File: src/rtl/trng_postproc.sv
// Entropy post-processor: sync + sample divider, repetition-count health test, packing into output bytes.
// Define TRNG_VN_DEBIAS_EN to insert a von Neumann corrector between the health test and the packer.
module trng_postproc #(
    parameter int SAMPLE_DIV = 4,
    parameter int RCT_CUTOFF = 32
) (
    input  logic       clk,
    input  logic       rst_n,
    input  logic       raw_bit,
    input  logic       enable,
    input  logic       clear_fail,
    input  logic       out_ready,
    output logic [7:0] out_data,
    output logic       out_valid,
    output logic       health_fail,
    output logic       overrun
);

    localparam int DIV_W = (SAMPLE_DIV > 1) ? $clog2(SAMPLE_DIV) : 1;
    localparam int RUN_W = $clog2(RCT_CUTOFF + 1);
    localparam logic [DIV_W-1:0] DIV_LAST = DIV_W'(SAMPLE_DIV - 1);
    localparam logic [RUN_W-1:0] RUN_MAX  = RUN_W'(RCT_CUTOFF);

    logic             sync1_q, raw_s_q;
    logic [DIV_W-1:0] div_q, div_d;
    logic             last_q, last_d;
    logic [RUN_W-1:0] run_q, run_d;
    logic             fail_q, fail_d;
    logic             ovr_q, ovr_d;
    logic [6:0]       shreg_q, shreg_d;
    logic [2:0]       bit_cnt_q, bit_cnt_d;
    logic [7:0]       data_q, data_d;
    logic             valid_q, valid_d;

    logic             strobe;
    logic             trip;
    logic             bit_vld;
    logic             bit_val;
    logic             byte_done;
    logic [7:0]       byte_val;
    logic             ovr_set;

    assign strobe = enable && (div_q == DIV_LAST);

    always_comb begin
        div_d = '0;
        if (enable && !strobe) begin
            div_d = div_q + 1'b1;
        end
    end

    // Repetition-count test runs on every strobe, ahead of any debiasing.
    always_comb begin
        last_d = last_q;
        run_d  = run_q;
        trip   = 1'b0;
        if (strobe) begin
            last_d = raw_s_q;
            if (raw_s_q == last_q) begin
                run_d = (run_q == RUN_MAX) ? run_q : run_q + 1'b1;
            end else begin
                run_d = RUN_W'(1);
            end
            trip = (run_d == RUN_MAX);
        end
        if (clear_fail) begin
            run_d = '0;
        end
        fail_d = trip | (fail_q & ~clear_fail);
    end

`ifdef TRNG_VN_DEBIAS_EN
    typedef enum logic {FIRST, SECOND} vn_state_t;
    vn_state_t state_q, state_d;
    logic      b0_q, b0_d;

    always_comb begin
        state_d = state_q;
        b0_d    = b0_q;
        bit_vld = 1'b0;
        bit_val = b0_q;
        if (!enable || fail_q) begin
            state_d = FIRST;
        end else if (strobe) begin
            case (state_q)
                FIRST: begin
                    b0_d    = raw_s_q;
                    state_d = SECOND;
                end
                SECOND: begin
                    bit_vld = (raw_s_q != b0_q);
                    state_d = FIRST;
                end
                default: state_d = FIRST;
            endcase
        end
    end

    always_ff @(posedge clk) begin
        if (rst_n) begin
            state_q <= FIRST;
            b0_q    <= 1'b0;
        end else begin
            state_q <= state_d;
            b0_q    <= b0_d;
        end
    end
`else
    assign bit_vld = strobe && !fail_q;
    assign bit_val = raw_s_q;
`endif

    // Packer: MSB-first, the byte is complete in the cycle its 8th bit arrives.
    always_comb begin
        shreg_d   = shreg_q;
        bit_cnt_d = bit_cnt_q;
        byte_done = 1'b0;
        byte_val  = {shreg_q, bit_val};
        if (!enable || fail_q) begin
            bit_cnt_d = '0;
        end else if (bit_vld) begin
            shreg_d = byte_val[6:0];
            if (bit_cnt_q == 3'd7) begin
                byte_done = 1'b1;
                bit_cnt_d = '0;
            end else begin
                bit_cnt_d = bit_cnt_q + 1'b1;
            end
        end
    end

    always_comb begin
        data_d  = data_q;
        valid_d = valid_q;
        ovr_set = 1'b0;
        if (byte_done) begin
            if (!valid_q || out_ready) begin
                data_d  = byte_val;
                valid_d = 1'b1;
            end else begin
                ovr_set = 1'b1;
            end
        end else if (valid_q && out_ready) begin
            valid_d = 1'b0;
        end
        ovr_d = ovr_set | (ovr_q & ~clear_fail);
    end

    always_ff @(posedge clk) begin
        if (rst_n) begin
            sync1_q   <= 1'b0;
            raw_s_q   <= 1'b0;
            div_q     <= '0;
            last_q    <= 1'b0;
            run_q     <= '0;
            fail_q    <= 1'b0;
            ovr_q     <= 1'b0;
            shreg_q   <= '0;
            bit_cnt_q <= '0;
            data_q    <= '0;
            valid_q   <= 1'b0;
        end else begin
            sync1_q   <= raw_bit;
            raw_s_q   <= sync1_q;
            div_q     <= div_d;
            last_q    <= last_d;
            run_q     <= run_d;
            fail_q    <= fail_d;
            ovr_q     <= ovr_d;
            shreg_q   <= shreg_d;
            bit_cnt_q <= bit_cnt_d;
            data_q    <= data_d;
            valid_q   <= valid_d;
        end
    end

    assign out_data    = data_q;
    assign out_valid   = valid_q;
    assign health_fail = fail_q;
    assign overrun     = ovr_q;

endmodule

File: config.mk
export PLATFORM = sky130hd
export DESIGN_NAME = trng_postproc
export DESIGN_NICKNAME = d
export VERILOG_FILES = /design/src/rtl/trng_postproc.sv
export SDC_FILE = /design/constraint.sdc
export NUM_CORES = 1
export LEC_CHECK = 0
export BUFFER_PORTS_ARGS = -buffer_cell sky130_fd_sc_hd__buf_2
export CAP_MARGIN = 40
export CELL_PAD_IN_SITES_DETAIL_PLACEMENT = 0
export CELL_PAD_IN_SITES_GLOBAL_PLACEMENT = 1
export CORE_ASPECT_RATIO = 2
export CORE_UTILIZATION = 38
export CTS_CLUSTER_SIZE = 20
export DETAILED_ROUTE_END_ITERATION = 6
export PLACE_DENSITY = 0.76
export SLEW_MARGIN = 20
export SYNTH_ARGS = -nofsm -noshare
export SYNTH_HDL_FRONTEND = slang
export SYNTH_SLANG_ARGS = --single-unit
File: constraint.sdc
create_clock -name clk -period 1.4 [get_ports clk]
set_clock_uncertainty 0.1 [all_clocks]
set_input_delay 0.07 -clock clk [delete_from_list [all_inputs] [get_ports clk]]
set_output_delay 0.07 -clock clk [all_outputs]
set_load 0.1 [all_outputs]
==> results.md <==
- Startpoint types: register
- Initial Util: 0.3930
- Layout area overhead: 46.51%
- Clock Tree Buf Depth: 2
- Post-DR wirelength/cell: 13.30 µm
- Count leader, synth: dfxtp_1
- Rows: 31
- DRT Wirelength: 3405 µm
- Largest stage delay on the critical path: 0.35 ns
- Clock root buffer: clkbuf_8
- Initial antenna violation count: 0
- Register area share after synthesis: 0.4519
- Die area: 3994 µm²
- CTS Sinks: 32
- Post-Syn Instances: 159
- Vias: 1,264
- List of most frequent post-synthesis cells: dfxtp_1, nand2_1, nor2_1
- Reg2reg setup slack: -0.12 ns
- ANT nets after route: 0
- Area leader, netlist: dfxtp_1
- VDD IR-drop max: 746.6 µV
- Post-synth EDFFs: 0
- First-pass GRT wire length: roughly 5400 µm
- Worst-path cell chain: ha_4, ha_4, nor4b_4, buf_12, mux2i_1, nor2_1
- WS Path Type: reg -> reg
- Max-slew violation count: 0
- Num CTS Buffers: 5
- Fillers: 328
- Failing checks: setup timing
- Synthesized area: 1418 µm²
- Pre-Repair DR Iteration Count: 4
- HP Class: in -> reg
- Minimum clock period: between 1.5 and 2 ns
- CTS clock-pin slew for the worst setup and hold paths: approximately 0.070 ns
- Slowest CP cell: dfxtp_2
- CP arrival: 1.59 ns
- GPL Wtd Cong: about 0.86
- CTS H-Tree Depth: 2
- Diodes inserted: 0
- Count of different cell masters after synthesis: 38
- Pwr/cell area: 801.0 nW/µm²
- Port bufs: 16
- Crit path buf inv count: 1
- HPWL after DPL: 2352 µm
- Gr usage total: 0.1888
- Top_reg_cell synth: dfxtp_1
- Clock Latency Late Sink: 0.28 ns
- Number of global-route vias before repair: 1,229
- CP Max Fanout: 8
- Vias per cell: just under 5
- Final setup viols: 13
- DRT iter0 DRCs: 36
- Final WS setup: -0.1228 ns
- Hold Crit Depth: 4
- Crit path required time: between 1 and 1.5 ns
- Avg Synthesized Cell Area: 8.916 µm²
- # IOs: 17
- # nets final: about 220
- Max cap viols: 0
- Synth warnings: 0
- Die width: ~45 µm
- Critical Path Stages: 6
- Share of the clock period used by the worst path: 1.088
- CTS tree: done
- Final hold viol count: 0
- Core footprint: 3607 µm²
- Synth Register Bits: 32
- FF-to-FF path depth: 6
- Pleak: slightly below 0.8 nW
- Slew Limit Headroom: 0.6721
- Die Y: 88.38 µm
- Fmax: roughly 660 MHz
- Worst slew pin tran: 0.4953 ns
- Largest cells by area after synthesis: dfxtp_1, mux2i_1, nand2_1
- Largest net degree at the start of global routing: 22
- Most frequent CP cell: ha_4
- Setup crit end kind: register
- PnR Total Power: 1.664 mW
- # DRC: 0
- Mapped Nets: 170
- Inst Count DP: 236
- Gr ovfl total: 0
- Final std cells w/o fill: 256
- RSZ-0062 raised after global routing: yes
- Fraction of layout cells with a size suffix above 1: 0.4348
- Crit path max-delay family: flip-flops
- Post-synth top area share: 0.4519
- Outcome: finished, violations left
- Ys async rst share: 0
-- power breakdown --
part	leakage (nW)	internal (mW)	switching, mW
Sequential	0.265	0.909	0.00471
Combinational	0.467	0.0332	0.0383
Clock	0.0422	0.348	0.330
-- metal layers --
metal | global-route usage | share of wire
met5 | 0 | 0
met3 | 0.04694 | 0.029
met4 | 0.1047 | 0.025
met2 | 0.3320 | 0.56
met1 | 0.1947 | 0.39
-- kinds of logic (layout without fill, tap and decap cells) --
group | Yosys count | after routing | synth area share
AND/OR/NAND/NOR | 67 | 67 | 0.2410
flip-flops | 32 | 32 | 0.4519
AO/OA/AOI/OAI | 31 | 31 | 0.1315
buffers and inverters | 12 | 60 | 0.04324
multiplexers | 10 | 10 | 0.07061
adder cells (fa/ha/maj) | 5 | 5 | 0.04413
XOR/XNOR | 2 | 2 | 0.01766
-- sequential cells by signal, summed over array words and instances, names as in the netlist --
name         cells
overrun          1
bit_cnt_q        3
out_data         8
last_q           1
health_fail      1
div_q            2
out_valid        1
shreg_q          7
sync1_q          1
run_q            6
bit_val          1
-- final timing paths --
path / from / end
worst min register to register: sync1_q / bit_val
worst max register to register: bit_cnt_q[0] / out_data[1]
worst min-delay path: out_ready / out_valid
worst max-delay path: bit_cnt_q[0] / out_data[1]
-- per-stage QoR --
stage / worst slack [ns] / hold slack, ns / util / setup TNS, ns / area, µm²
after floorplan: -0.1087 / 0.04161 / - / -0.8697 / 1449
after global placement: -0.1303 / 0.1817 / 0.4710 / -1.292 / 1699
after detailed placement: -0.1820 / 0.2042 / 0.4710 / -1.911 / 1699
after CTS: -0.1206 / 0.02875 / 0.5290 / -0.9718 / 1908
after global routing: -0.1803 / 0.06482 / 0.5758 / -2.000 / 2077
final: -0.1228 / 0.03480 / 0.5758 / -0.9148 / 2077
-- area by class of cell --
type                       instances  area [µm²]  share of cell area
clock buffer                       7       76.32             0.03675
clock inverter                     1       5.005            0.002410
inverter                           6       27.53             0.01325
multi-input combinational        115       898.4              0.4325
sequential                        32       664.4              0.3199
tap                               49       61.31             0.02952
timing repair buffer              46       344.1              0.1657
-- cell usage in the layout, fill, tap and decap left out, types with 2 or more instances in the layout --
cell           count
buf_4             22
nor2b_1            2
o21ai_1            2
dfxtp_1           21
ha_4               5
nand3_1            3
a21oi_1           16
a21o_1             2
a21oi_2            2
mux2i_1           10
inv_4              2
nor2_1            18
buf_2             15
dfxtp_4            4
inv_1              3
clkbuf_8           5
buf_6              5
dfxtp_2            7
o21ai_0            3
or2_2              2
dlygate4sd3_1      2
nand2_1           23
clkbuf_1           2
-- worst min-delay path, cell delays in order --
cell and delay, ns:
buf_2 0.10, nor2b_4 0.05, a21oi_1 0.12, nor2_1 0.05
-- repair_timing --
item / 4_1_cts / 5_1_grt
pin swaps: 6 / 12
setup buffers: 3 / 7
hold buffers: 2 / 0
endpoints found under the hold margin: 2 / 0
gates resized for setup: 19 / 25
setup endpoints to repair: 23 / 25
Note: power is estimated with default switching activity, not from simulation.
